==> config.mk <==
export PLATFORM = sky130hd
export DESIGN_NAME = pwm_capture
export DESIGN_NICKNAME = d
export VERILOG_FILES = /design/src/rtl/pwm_pkg.sv /design/src/rtl/pwm_duty_div.sv /design/src/rtl/pwm_capture.sv
export SDC_FILE = /design/constraint.sdc
export NUM_CORES = 1
export LEC_CHECK = 0
export CORE_AREA = 5 5 144 146
export CTS_CLUSTER_SIZE = 16
export DETAILED_ROUTE_END_ITERATION = 10
export DIE_AREA = 0 0 149 151
export PLACE_DENSITY_LB_ADDON = 0.12
export SYNTH_ARGS = -nofsm -noshare
export SYNTH_HDL_FRONTEND = slang
export SYNTH_SLANG_ARGS = --single-unit
==> constraint.sdc <==
create_clock -name clk -period 5.01 [get_ports clk]
set_input_delay 0.7515 -clock clk [delete_from_list [all_inputs] [get_ports clk]]
set_output_delay 0.7515 -clock clk [all_outputs]
set_load 0.02 [all_outputs]
==> src/rtl/pwm_pkg.sv <==
// pwm_pkg: shared types and constants for the PWM capture path.
//   pwm_cap_state_t : capture FSM states
//   DUTY_W          : width of the recovered duty code
//   DUTY_MAX        : largest duty code (reported for a stuck-high pin)
//   DUTY_SCALE      : full-scale multiplier applied to high time
package pwm_pkg;

    typedef enum logic [1:0] {
        IDLE    = 2'd0,
        MEASURE = 2'd1,
        DIVIDE  = 2'd2
    } pwm_cap_state_t;

    localparam int DUTY_W     = 4;
    localparam int DUTY_MAX   = 15;
    localparam int DUTY_SCALE = 15;

endpackage

==> src/rtl/pwm_duty_div.sv <==
// pwm_duty_div: 4-step restoring divider, q = floor(n / p) limited to 4 bits.
//   clk, rst : clock, synchronous active-high reset
//   start    : load n/p; steps run on the following 4 cycles
//   n, p     : numerator (CNT_W+4 bits), denominator (CNT_W bits)
//   q        : quotient, valid while done is high
//   done     : high in the 4th cycle after start (final step in progress)
module pwm_duty_div import pwm_pkg::*; #(
    parameter int CNT_W = 21
) (
    input  logic              clk,
    input  logic              rst,
    input  logic              start,
    input  logic [CNT_W+3:0]  n,
    input  logic [CNT_W-1:0]  p,
    output logic [DUTY_W-1:0] q,
    output logic              done
);
    localparam int NW = CNT_W + 4;

    logic [NW-1:0]     rem, trial;
    logic [CNT_W-1:0]  den;
    logic [1:0]        step;
    logic              busy, ge;
    logic [DUTY_W-1:0] q_r;

    assign trial = NW'(den) << step;
    assign ge    = rem >= trial;

    // If n >= 16p every step succeeds, so the quotient saturates at 15.
    always_ff @(posedge clk) begin
        if (rst) begin
            busy <= 1'b0;
            step <= '0;
            rem  <= '0;
            den  <= '0;
            q_r  <= '0;
        end else if (start) begin
            busy <= 1'b1;
            step <= 2'd3;
            rem  <= n;
            den  <= p;
            q_r  <= '0;
        end else if (busy) begin
            if (ge) rem <= rem - trial;
            q_r[step] <= ge;
            if (step == 2'd0) busy <= 1'b0;
            else              step <= step - 2'd1;
        end
    end

    // Last quotient bit comes straight from the comparator so the result is
    // usable in the final step cycle (q_r[0] is still clear then).
    assign done = busy && (step == 2'd0);
    assign q    = q_r | DUTY_W'(ge);

endmodule

==> src/rtl/pwm_capture.sv <==
// pwm_capture: recovers the 4-bit duty code of an incoming PWM waveform.
//   clk        : system clock
//   rst        : synchronous active-high reset
//   pwm_in     : asynchronous PWM pin
//   duty       : last recovered duty code, held between updates
//   duty_valid : one-cycle pulse when duty is written
//   active     : high while a toggling signal is being measured
module pwm_capture import pwm_pkg::*; #(
    parameter int CNT_W       = 21,
    parameter int TIMEOUT_CYC = 1_500_000
) (
    input  logic              clk,
    input  logic              rst,
    input  logic              pwm_in,
    output logic [DUTY_W-1:0] duty,
    output logic              duty_valid,
    output logic              active
);
    localparam int               NW      = CNT_W + 4;
    localparam logic [CNT_W-1:0] CNT_SAT = CNT_W'(TIMEOUT_CYC);

    // Synchronizer plus one delay flop for edge detection.
    logic sync1, s, s_d, rise, fall;

    always_ff @(posedge clk) begin
        if (rst) begin
            sync1 <= 1'b0;
            s     <= 1'b0;
            s_d   <= 1'b0;
        end else begin
            sync1 <= pwm_in;
            s     <= sync1;
            s_d   <= s;
        end
    end

    assign rise = s & ~s_d;
    assign fall = ~s & s_d;

    // Period / high-time / edge-silence counters, all saturating.
    logic [CNT_W-1:0] per_cnt, high_cnt, idle_cnt;
    logic             to_armed, tmo, disarm;

    always_ff @(posedge clk) begin
        if (rst) begin
            per_cnt  <= '0;
            high_cnt <= '0;
            idle_cnt <= '0;
            to_armed <= 1'b1;
        end else begin
            if (rise) begin
                per_cnt  <= CNT_W'(1);
                high_cnt <= CNT_W'(s);
            end else begin
                if (per_cnt != CNT_SAT)      per_cnt  <= per_cnt + 1'b1;
                if (s && high_cnt != CNT_SAT) high_cnt <= high_cnt + 1'b1;
            end
            // to_armed makes the timeout fire once per silent interval even
            // though idle_cnt sits at its saturation value afterwards.
            if (rise || fall) begin
                idle_cnt <= '0;
                to_armed <= 1'b1;
            end else begin
                if (idle_cnt != CNT_SAT) idle_cnt <= idle_cnt + 1'b1;
                if (disarm)              to_armed <= 1'b0;
            end
        end
    end

    // Numerator rounds to nearest: (15H + P/2) / P. H <= P keeps it below 16P.
    logic [NW-1:0]     num;
    logic [DUTY_W-1:0] div_q;
    logic              div_start, div_done;

    assign num = NW'(high_cnt) * NW'(DUTY_SCALE) + NW'(per_cnt >> 1);

    pwm_duty_div #(.CNT_W(CNT_W)) u_div (
        .clk   (clk),
        .rst   (rst),
        .start (div_start),
        .n     (num),
        .p     (per_cnt),
        .q     (div_q),
        .done  (div_done)
    );

    // FSM
    pwm_cap_state_t    state, state_nxt;
    logic [DUTY_W-1:0] duty_nxt;
    logic              valid_nxt;

    assign tmo = to_armed && (idle_cnt == CNT_SAT) && !(rise || fall);

    always_ff @(posedge clk) begin
        if (rst) begin
            state      <= IDLE;
            duty       <= '0;
            duty_valid <= 1'b0;
        end else begin
            state      <= state_nxt;
            duty       <= duty_nxt;
            duty_valid <= valid_nxt;
        end
    end

    // Timeout is ignored in DIVIDE; to_armed stays set so it is taken on
    // the first cycle back in MEASURE.
    always_comb begin
        state_nxt = state;
        duty_nxt  = duty;
        valid_nxt = 1'b0;
        div_start = 1'b0;
        disarm    = 1'b0;
        case (state)
            IDLE: begin
                if (tmo) begin
                    duty_nxt  = s ? DUTY_W'(DUTY_MAX) : '0;
                    valid_nxt = 1'b1;
                    disarm    = 1'b1;
                end else if (rise) begin
                    state_nxt = MEASURE;
                end
            end
            MEASURE: begin
                if (rise) begin
                    div_start = 1'b1;
                    state_nxt = DIVIDE;
                end else if (tmo) begin
                    duty_nxt  = s ? DUTY_W'(DUTY_MAX) : '0;
                    valid_nxt = 1'b1;
                    disarm    = 1'b1;
                    state_nxt = IDLE;
                end
            end
            DIVIDE: begin
                if (div_done) begin
                    duty_nxt  = div_q;
                    valid_nxt = 1'b1;
                    state_nxt = MEASURE;
                end
            end
            default: state_nxt = IDLE;
        endcase
    end

    assign active = (state != IDLE);

endmodule
[Word level (Yosys, flattened, before mapping)]
Cells that the tools add are included.
Operators by class
  eq/ne operators: 12
  muxes and demuxes: 34
  reductions and logical operators: 22
  bitwise logic cells: 5
  multiply operators: 1
  shifts and indexed selects: 1
  $lt $le $gt $ge: 3
  $add $sub $neg: 6
Operator list (number)
  $mux W25: 3
  $add A21 B1 Y21 const B: 3
  $ne A21 B21 Y1 const B: 3
  $add A25 B20 Y25: 1
  $ge A25 B25 Y1: 1
  $mul A21 B4 Y25 const B: 1
  $shl A21 B2 Y25: 1
  $sub A25 B25 Y25: 1
  $eq A21 B21 Y1 const B: 1
  $mux W2: 8
  $mux W4: 4
  $mux W1: 13
  $pmux W4 S3: 1
  $ne A2 B2 Y1 const B: 5
  $reduce_bool A2 Y1: 5
  $pmux W2 S3: 1
  $reduce_or A2 Y1: 3
  $logic_and A1 B1 Y1: 5
  $bwmux W4: 1
  $logic_not A2 Y1: 2
  $or A4 B1 Y4: 1
  $reduce_and A2 Y1: 2
  $reduce_and A4 Y1: 1
  $lt A2 B3 Y1 const B: 1
  other kinds (14): 16
Storage, ports and cells
  logic and storage cells: 101
  input bits: 3
  output and inout port bits: 6
  register bits: 127

[Longest topological paths before layout]
Gate-level depths: netlist (run 1).
  depth after elaboration: 8
  depth in mapped cells: 18
  depth with buffers taken out: 17

[Modules after synthesis]
A second synthesis (run 1) with hierarchy kept.
Second synthesis, totals
  cell total of the unflattened synthesis: 1281
  area, all modules: 10687.8 um2
By module, submodules not included
  pwm_capture: times used 1, area each 6560.0 um2, cells each 775, seq. area each 1481.4 um2
  pwm_duty_div: times used 1, area each 4127.7 um2, cells each 506, seq. area each 1061.0 um2

[Least setup slack after synthesis (run 1)]
Ideal clock, no wire load.
  path kind: flip-flop to flip-flop
  from: register high_cnt[7]
  to: register u_div.rem[23]
  clock period less this slack: 4.524 ns
  stages on the path, launching flop included: 17
  slack: 0.486 ns
  buffers on the path: 0
  setup time: 0.137 ns
  arrival time: 4.387 ns
  required time: 4.873 ns
  cell sequence: dfxtp_1 > inv_1 > fa_1 > inv_1 > fa_1 > inv_1 > fa_1 > inv_1 > ha_1 > a2111o_1 > a2111oi_2 > o31ai_2 > a221oi_2 > o21ai_1 > a21oi_2 > xor2_1 > a211oi_1
On the way
  longest elaborated chain between the ends: 3
Ends and longest elaborated chain
  start, declared: line pwm_capture.sv:41  | logic [CNT_W-1:0] per_cnt, high_cnt, idle_cnt;
  start signal, assigned: line pwm_capture.sv:53  | high_cnt <= CNT_W'(s);
  start signal, assigned: line pwm_capture.sv:56  | if (s && high_cnt != CNT_SAT) high_cnt <= high_cnt + 1'b1;
  $mul A21 B4 Y25: line pwm_capture.sv:75  | assign num = NW'(high_cnt) * NW'(DUTY_SCALE) + NW'(per_cnt >> 1);
  $add A25 B20 Y25: line pwm_capture.sv:75
  $mux W25: line pwm_duty_div.sv:37  | end else if (start) begin
  end signal, assigned: line pwm_duty_div.sv:40  | rem <= n;
  end signal, assigned: line pwm_duty_div.sv:44  | if (ge) rem <= rem - trial;
  end, declared: line pwm_duty_div.sv:20  | logic [NW-1:0] rem, trial;
No other way between the ends.
A chain may end at the register's enable or synchronous reset.

[Final worst setup path (run 1)]
  from: register high_cnt[8]
  to: register u_div.rem[23]
Same word-level chain as after synthesis.

==> results of run 1 <==
routing by layer:
metal | routed length (um) | vias up | global-route usage
li1 | - | 4081 | -
met1 | 11500 | 3741 | 0.306
met2 | 10300 | 102 | 0.335
met3 | 667 | 26 | 0.0350
met4 | 468 | 0 | 0.0673
met5 | 0 | - | 0
flip-flops by register name, indices dropped and copies added, names as in the netlist, 2 cells and up:
| register | flops |
|---|---|
| u_div.step | 2 |
| u_div.rem | 25 |
| u_div.den | 21 |
| per_cnt | 21 |
| duty | 4 |
| u_div.q_r | 4 |
| high_cnt | 21 |
| idle_cnt | 21 |
| state | 2 |
repair_timing:
item                                    CTS  global route
setup buffers                             0             0
resized for setup                         0             2
hold endpoints to repair                  0             0
endpoints found under the setup margin    0             2
worst paths after layout:
path	from	endpoint	slack (ns)
worst max-delay path	high_cnt[8]$_SDFFE_PP0P_	u_div.rem[23]$_SDFFE_PP0P_	0.26
worst min-delay path	sync1$_SDFF_PP0_	s$_SDFF_PP0_	0.45
worst max register to register	high_cnt[8]$_SDFFE_PP0P_	u_div.rem[23]$_SDFFE_PP0P_	0.26
worst min register to register	sync1$_SDFF_PP0_	s$_SDFF_PP0_	0.45
where the power goes:
group	switching (mW)	internal, mW	total [mW]
Sequential	0.0119	1.02	1.03
Clock	0.504	0.792	1.30
Combinational	0.111	0.0743	0.185
cells by family (layout without fill, tap and decap cells):
kind of cell,Yosys count,count (layout),synth area share
AO/OA/AOI/OAI,229,229,0.144
XOR/XNOR,97,97,0.0822
adder cells (fa/ha/maj),153,153,0.227
buffers and inverters,221,233,0.0825
flip-flops,127,127,0.246
multiplexers,40,40,0.0553
AND/OR/NAND/NOR,360,360,0.163
layout make-up:
cell class	instances	area, sq um	area share
multi-input cells	879	6960	0.616
flip-flops and latches	127	2540	0.225
inverters	182	683	0.0605
clock buffers	18	429	0.0380
well taps	265	332	0.0293
clock inverters	14	181	0.0161
repair buffers	19	170	0.0151
cell usage in the layout (no fill, tap or decap), types with 8 or more instances in the layout:
master       n
and3_1      11
nand4_1     14
xor2_1      30
ha_1        95
nand2_1    107
nor2_1     115
nor3_1      15
inv_1      181
o211ai_1     8
fa_1        58
a211oi_1    25
a21o_1      22
buf_4       10
dfxtp_1    127
a21oi_1     86
nor2b_1     14
mux4_2      13
xnor2_1     67
o21ai_0     32
nand3_1     34
mux2i_1     20
clkbuf_16   17
stage by stage:
stage | worst slack, ns | power (mW)
6_report | 0.258 | 2.51
3_3_place_gp | 0.292 | 1.24
4_1_cts | 0.172 | 2.55
2_1_floorplan | 0.486 | 1.19
5_1_grt | 0.0297 | 2.60
3_5_place_dp | 0.192 | 1.24
critical path, cell delays in order (launching register included):
cell,delay (ns)
dfxtp_1,0.40
inv_1,0.16
fa_1,0.53
inv_1,0.05
fa_1,0.49
inv_1,0.05
fa_1,0.49
inv_1,0.04
ha_1,0.38
a2111o_1,0.50
o31ai_1,0.41
o31ai_2,0.15
a221oi_2,0.41
o21ai_1,0.15
a21oi_2,0.16
xor2_1,0.15
a211oi_1,0.08
==> results.py, run 1 <==
metrics = {
    "sta": {
        "timing.fmax_ghz": 0.210,
        "skew_ns": 0.00838,
        "rsz0062_at_grt": "no",
        "hold-worst-slack_ns": 0.451,
        "finalHoldViolations": 0,
        "finalCritPeriodShare": 0.948,
        "slew_headroom": 0.407,
        "setup_viol": 0,
        "worst_pin_slew_ns": 0.881,
        "tns_ns": 0,
        "period_minus_slack_ns": 4.75,
        "slew_viol_final": 0,
    },
    "die": {
        "start_util": 0.536,
        "die_area_sq_um": 22500,
        "io_pins": 9,
        "die_x_um": 149,
        "die_height_um": 151,
        "rows": 51,
        "coreArea_sq_um": 19300,
    },
    "logic_synthesis": {
        "yosysMostFrequentCell": "inv_1",
        "yosysTopAreaCell": "dfxtp_1",
        "synth_edf_count": 0,
        "syn-instance-count": 1227,
        "synth.distinct_cells": 70,
        "synth_seq_cells": 127,
        "synth_commonest_cells": "inv_1, dfxtp_1, nor2_1, nand2_1, ha_1",
        "synth_flop_cell": "dfxtp_1",
        "synth_area_per_cell_sq_um": 8.42,
        "async_flop_share": 0,
        "synthTopCellsByArea": "dfxtp_1, ha_1, fa_1",
        "synth_top_area_frac": 0.246,
        "ys_seq_area_frac": 0.246,
        "yosysWarningCount": 0,
        "synth_fp_nets": 1383,
        "netlist_area_sq_um": 10300,
    },
    "setup_path": {
        "crit_type": "flip-flop to flip-flop",
        "endpoint_kind": "flip-flop",
        "worstPathMaxFanout": 7,
        "r2r_cells": 16,
        "crit_arrival_ns": 5.04,
        "cp-start-kind": "flip-flop",
        "cp.required_ns": 5.29,
    },
    "routing": {
        "wirelength_um": 22900,
        "viasPerCell": 5.29,
        "drc": 0,
        "vias": 7950,
        "wl_per_cell_um": 15.2,
        "ant_nets": 0,
        "firstDrtPassIters": 5,
        "drtIter0Drc": 373,
    },
    "clock_tree": {
        "hold_buffers": 0,
        "cts-htree-levels": 4,
        "clk_path_buf_depth": 2,
        "cts_root_buffer": "clkbuf_16",
        "clock_sinks": 127,
        "numCtsBuffers": 17,
        "cts_tree": "built",
        "clock_latency_ns": 0.43,
        "cts.reportedPaths.clkPinSlew_ns": 0.06,
    },
    "placement": {
        "place_inst": 1472,
        "dpl.hpwl_um": 17700,
        "gp_congestion": 0.893,
        "placed_area_sq_um": 10700,
        "portBuffers": 8,
    },
    "power_and_ir_drop": {
        "pwr_density_cell_nw_per_um2": 222,
        "p_leak_nw": 4.98,
        "ir_worst_vdd_uv": 190,
    },
    "global_routing": {
        "grt_pass1_wl_um": 38900,
        "grt_overflow": 0,
        "grt_max_degree": 54,
        "antenna_found_initial": 0,
        "grt_pass1_vias": 7842,
        "grt_use_total": 0.215,
    },
    "final_layout": {
        "synthToLayoutAreaGrowth_pct": 9.31,
        "fin_util": 0.586,
        "stdcell_count": 1504,
        "drive_gt1_frac": 0.0654,
        "diodes": 0,
        "nNetsFinal": 1382,
        "fillers": 1799,
        "design_area_sq_um": 11300,
    },
    "flow_run": {
        "drv_cap": 0,
    },
    "status": {
        "status": "completed",
    },
    "hold_path": {
        "hold_depth": 1,
        "hold_path.class": "flip-flop to flip-flop",
    },
}
Note: power is estimated with default switching activity, not from simulation.
==> run 2: changes to the inputs <==
- ABC_CLOCK_PERIOD_IN_PS: unset -> 5500
- clock period: 5.01 -> 5.5 ns (I/O delays scaled with it)
==> results.py, run 2 (synthesized netlist as in run 1, its figures left out) <==
metrics = {
    "sta": {
        "period_minus_slack_ns": 4.87,
        "worst_pin_slew_ns": 0.851,
        "finalCritPeriodShare": 0.885,
        "finalHoldViolations": 0,
        "skew_ns": 0.0112,
        "slew_viol_final": 0,
        "slew_headroom": 0.433,
        "tns_ns": 0,
        "setup_viol": 0,
        "timing.fmax_ghz": 0.205,
        "rsz0062_at_grt": "no",
    },
    "power_and_ir_drop": {
        "p_comb_frac": 0.074,
        "sequentialPowerShare": 0.412,
        "p_sw_frac": 0.258,
        "p_leak_nw": 4.96,
        "pwr_density_cell_nw_per_um2": 202,
        "p_int_mw": 1.69,
        "ir_worst_vdd_uv": 177,
        "total_power_mw": 2.28,
        "p_sw_mw": 0.588,
        "clkPwrFrac": 0.513,
    },
    "setup_path": {
        "worstPathMaxFanout": 7,
        "crit_arrival_ns": 5.15,
        "endpoint_kind": "flip-flop",
        "crit_type": "flip-flop to flip-flop",
        "r2r_cells": 16,
        "cp-start-kind": "flip-flop",
        "cp.required_ns": 5.78,
    },
    "die": {
        "io_pins": 9,
        "coreArea_sq_um": 19300,
        "die_x_um": 149,
        "die_height_um": 151,
        "die_area_sq_um": 22500,
        "rows": 51,
        "start_util": 0.536,
    },
    "placement": {
        "portBuffers": 8,
        "dpl.hpwl_um": 17600,
        "gp_congestion": 0.884,
        "place_inst": 1470,
    },
    "status": {
        "status": "completed",
    },
    "final_layout": {
        "largest_reg_flops": 25,
        "drive_gt1_frac": 0.0639,
        "final_common_cell": "inv_1",
        "multi_input_area_sq_um": 6950,
        "fin_util": 0.584,
        "diodes": 0,
        "register_area_sq_um": 2540,
        "layout_common_cells": "inv_1, dfxtp_1, nor2_1, nand2_1, ha_1",
        "nNetsFinal": 1380,
        "synthToLayoutAreaGrowth_pct": 8.87,
        "stdcell_count": 1502,
        "fillers": 1792,
        "top_register": "u_div.rem",
    },
    "clock_tree": {
        "cts_root_buffer": "clkbuf_16",
        "clock_sinks": 127,
        "cts_tree": "built",
        "clk_path_buf_depth": 2,
        "hold_buffers": 0,
        "cts_resized": 0,
        "numCtsBuffers": 17,
        "cts_setup_buffers": 0,
        "clock_latency_ns": 0.43,
        "cts-htree-levels": 4,
        "cts.reportedPaths.clkPinSlew_ns": 0.06,
    },
    "hold_path": {
        "hold_path.class": "flip-flop to flip-flop",
        "hold_depth": 1,
    },
    "routing": {
        "vias": 7870,
        "wl_met3_um": 720,
        "wirelength_um": 23000,
        "ant_nets": 0,
        "met2WireLength_um": 10300,
        "drt-met1-wl_um": 11600,
        "drtIter0Drc": 341,
        "wl_per_cell_um": 15.3,
        "highest_layer": "met4",
        "firstDrtPassIters": 4,
        "drc": 0,
        "viasPerCell": 5.24,
    },
    "global_routing": {
        "grt_pass1_wl_um": 38900,
        "grt_use_total": 0.214,
        "grt_overflow": 0,
        "antenna_found_initial": 0,
        "grt_pass1_vias": 7925,
        "grt_max_degree": 60,
    },
    "flow_run": {
        "drv_cap": 0,
    },
}
run 2: power by group through the flow:
stage               clock network (mW)  registers, mW  logic, mW
detailed placement                   0          0.960      0.168
floorplan                            0          0.955      0.131
finish                            1.17          0.940      0.169
CTS                               1.20          0.939      0.169
global placement                     0          0.960      0.167
global route                      1.24          0.940      0.189
run 2: final timing paths:
path	startpoint	endpoint	slack, ns
hold reg to reg	sync1$_SDFF_PP0_	s$_SDFF_PP0_	0.45
setup reg to reg	high_cnt[7]$_SDFFE_PP0P_	u_div.rem[23]$_SDFFE_PP0P_	0.63
hold / removal	sync1$_SDFF_PP0_	s$_SDFF_PP0_	0.45
setup / recovery	high_cnt[7]$_SDFFE_PP0P_	u_div.rem[23]$_SDFFE_PP0P_	0.63
run 2: area by class of cell:
type,count,share of cell area
Multi-Input combinational cell,879,0.617
Sequential cell,127,0.226
Inverter,182,0.0607
Clock buffer,18,0.0390
Tap cell,265,0.0295
Clock inverter,14,0.0148
Timing Repair Buffer,17,0.0127
run 2: critical path, cell delays in order (launching register included):
cell and delay (ns):
dfxtp_1 0.44, inv_1 0.17, fa_1 0.56, inv_1 0.05, fa_1 0.50, inv_1 0.05
fa_1 0.51, inv_1 0.05, ha_1 0.39, a2111o_1 0.48, a2111oi_2 0.47, o31ai_2 0.15
a221oi_2 0.37, o21ai_1 0.14, a21oi_2 0.16, xor2_1 0.15, a211oi_1 0.08
run 2: routing by layer:
| layer | vias to the layer above | GRT usage |
|---|---|---|
| met3 | 26 | 0.0398 |
| met1 | 3629 | 0.304 |
| met2 | 118 | 0.337 |
| met4 | 0 | 0.0590 |
| met5 | - | 0 |
| li1 | 4097 | - |
run 2: per-stage QoR:
step | area (sq um) | setup slack, ns | hold slack, ns
finish | 11300 | 0.631 | 0.449
global route | 11300 | 0.239 | 0.472
CTS | 11300 | 0.592 | 0.455
detailed placement | 10600 | 0.600 | 0.442
global placement | 10600 | 0.705 | 0.416
floorplan | 10300 | 0.976 | 0.414
==> run 3: changes to the inputs <==
- ABC_CLOCK_PERIOD_IN_PS: 5500 -> 4800
- TNS_END_PERCENT: unset -> 1
- clock period: 5.5 -> 4.8 ns (I/O delays scaled with it)
==> results.py, run 3 (synthesized netlist as in run 1, its figures left out) <==
metrics = {
    "sta": {
        "slew_viol_final": 0,
        "rsz0062_at_grt": "yes",
        "slew_headroom": 0.277,
        "worst_pin_slew_ns": 1.08,
        "hold-worst-slack_ns": 0.433,
        "finalHoldViolations": 0,
        "setup_viol": 0,
        "setup_ws_ns": 0.227,
        "timing.fmax_ghz": 0.219,
        "period_minus_slack_ns": 4.57,
        "skew_ns": 0.0166,
        "finalCritPeriodShare": 0.953,
    },
    "setup_path": {
        "worstPathMaxFanout": 4,
        "crit_chain": "inv_1 > fa_1 > inv_1 > fa_1 > inv_1 > fa_1 > inv_1 > ha_1 > a2111o_1 > o31ai_1 > o31ai_2 > a221oi_2 > o21ai_1 > a21oi_2 > xor2_1 > a211oi_1",
        "cp-start-kind": "flip-flop",
        "crit_arrival_ns": 4.82,
        "slowest_stage": "fa_1",
        "max_stage_delay_ns": 0.55,
        "cp.required_ns": 5.05,
        "path_buf_inv": 4,
        "crit_family": "adder cells",
        "crit_type": "flip-flop to flip-flop",
        "endpoint_kind": "flip-flop",
        "crit_top_cell": "inv_1",
    },
    "status": {
        "status": "completed",
    },
    "hold_path": {
        "hold_path.class": "flip-flop to flip-flop",
    },
    "flow_run": {
        "drv_cap": 0,
    },
    "power_and_ir_drop": {
        "sequentialPowerShare": 0.422,
        "p_sw_mw": 0.673,
        "ir_worst_vdd_uv": 209,
        "p_comb_frac": 0.077,
        "pwr_density_cell_nw_per_um2": 225,
        "p_sw_frac": 0.264,
        "p_int_mw": 1.87,
        "clkPwrFrac": 0.501,
        "p_leak_nw": 5.01,
    },
    "clock_tree": {
        "cts-htree-levels": 4,
        "clock_sinks": 127,
        "cts_tree": "built",
        "cts.reportedPaths.clkPinSlew_ns": 0.06,
        "numCtsBuffers": 17,
        "clock_latency_ns": 0.42,
        "cts_root_buffer": "clkbuf_16",
        "hold_buffers": 0,
        "clk_path_buf_depth": 2,
    },
    "placement": {
        "place_inst": 1479,
        "dpl.hpwl_um": 17600,
        "dp_slack_ns": 0.0543,
        "gp_congestion": 0.903,
        "portBuffers": 8,
    },
    "routing": {
        "viasPerCell": 5.30,
        "ant_nets": 0,
        "wirelength_um": 23100,
        "vias": 8008,
        "drtIter0Drc": 449,
        "drc": 0,
        "wl_per_cell_um": 15.3,
        "firstDrtPassIters": 5,
    },
    "global_routing": {
        "use_met2": 0.336,
        "grt_max_degree": 49,
        "grt_use_total": 0.212,
        "antenna_found_initial": 0,
        "grt.met3_usage": 0.0272,
        "grt_overflow": 0,
        "grt_pass1_vias": 7750,
        "busiest_layer": "met2",
        "grt_use_met1": 0.307,
        "grt_pass1_wl_um": 38600,
    },
    "die": {
        "die_area_sq_um": 22500,
        "io_pins": 9,
        "die_x_um": 149,
        "rows": 51,
        "die_height_um": 151,
        "coreArea_sq_um": 19300,
        "start_util": 0.536,
    },
    "final_layout": {
        "final_common_cell": "inv_1",
        "top_register": "u_div.rem",
        "stdcell_count": 1512,
        "drive_gt1_frac": 0.0746,
        "synthToLayoutAreaGrowth_pct": 9.61,
        "largest_reg_flops": 25,
        "diodes": 0,
        "nNetsFinal": 1390,
        "layout_common_cells": "inv_1, dfxtp_1, nor2_1, nand2_1, ha_1",
    },
}
run 3: path summary, 6_finish.rpt:
check	slack (ns)	end	from	depth (start not counted)
setup reg to reg	0.23	u_div.rem[23]$_SDFFE_PP0P_	high_cnt[7]$_SDFFE_PP0P_	16
setup / recovery	0.23	u_div.rem[23]$_SDFFE_PP0P_	high_cnt[7]$_SDFFE_PP0P_	16
hold reg to reg	0.43	s$_SDFF_PP0_	sync1$_SDFF_PP0_	1
hold / removal	0.43	s$_SDFF_PP0_	sync1$_SDFF_PP0_	1
run 3: power by group through the flow:
stage                     clock network (mW)  logic (mW)  registers (mW)
after floorplan                            0       0.151            1.09
after global placement                     0       0.193            1.10
after detailed placement                   0       0.192            1.10
after CTS                               1.30       0.194            1.07
after global routing                    1.34       0.215            1.08
final                                   1.27       0.195            1.08
run 3: layer usage:
layer	vias up	routed length [um]
met2	149	10300
li1	4107	-
met5	-	0
met1	3730	11800
met4	0	326
met3	22	715
run 3: cell type report:
type,count,area (sq um)
inverter,182,683
clock buffer,18,429
fill,1781,7940
tap,265,332
multi-input combinational,879,6970
clock inverter,14,145
timing repair buffer,27,230
sequential,127,2540
run 3: timing repair:
action	4_1_cts	5_1_grt
endpoints found under the setup margin	0	5
gates resized for setup	0	8
setup buffers	0	1
run 3: through the flow:
stage	power, mW	cell area [sq um]	utilization	TNS, ns
finish	2.55	11300	0.588	0
global route	2.63	11300	0.588	-0.0495
CTS	2.57	11300	0.587	0
detailed placement	1.29	10700	0.557	0
global placement	1.29	10700	0.557	0
floorplan	1.24	10300	-	0
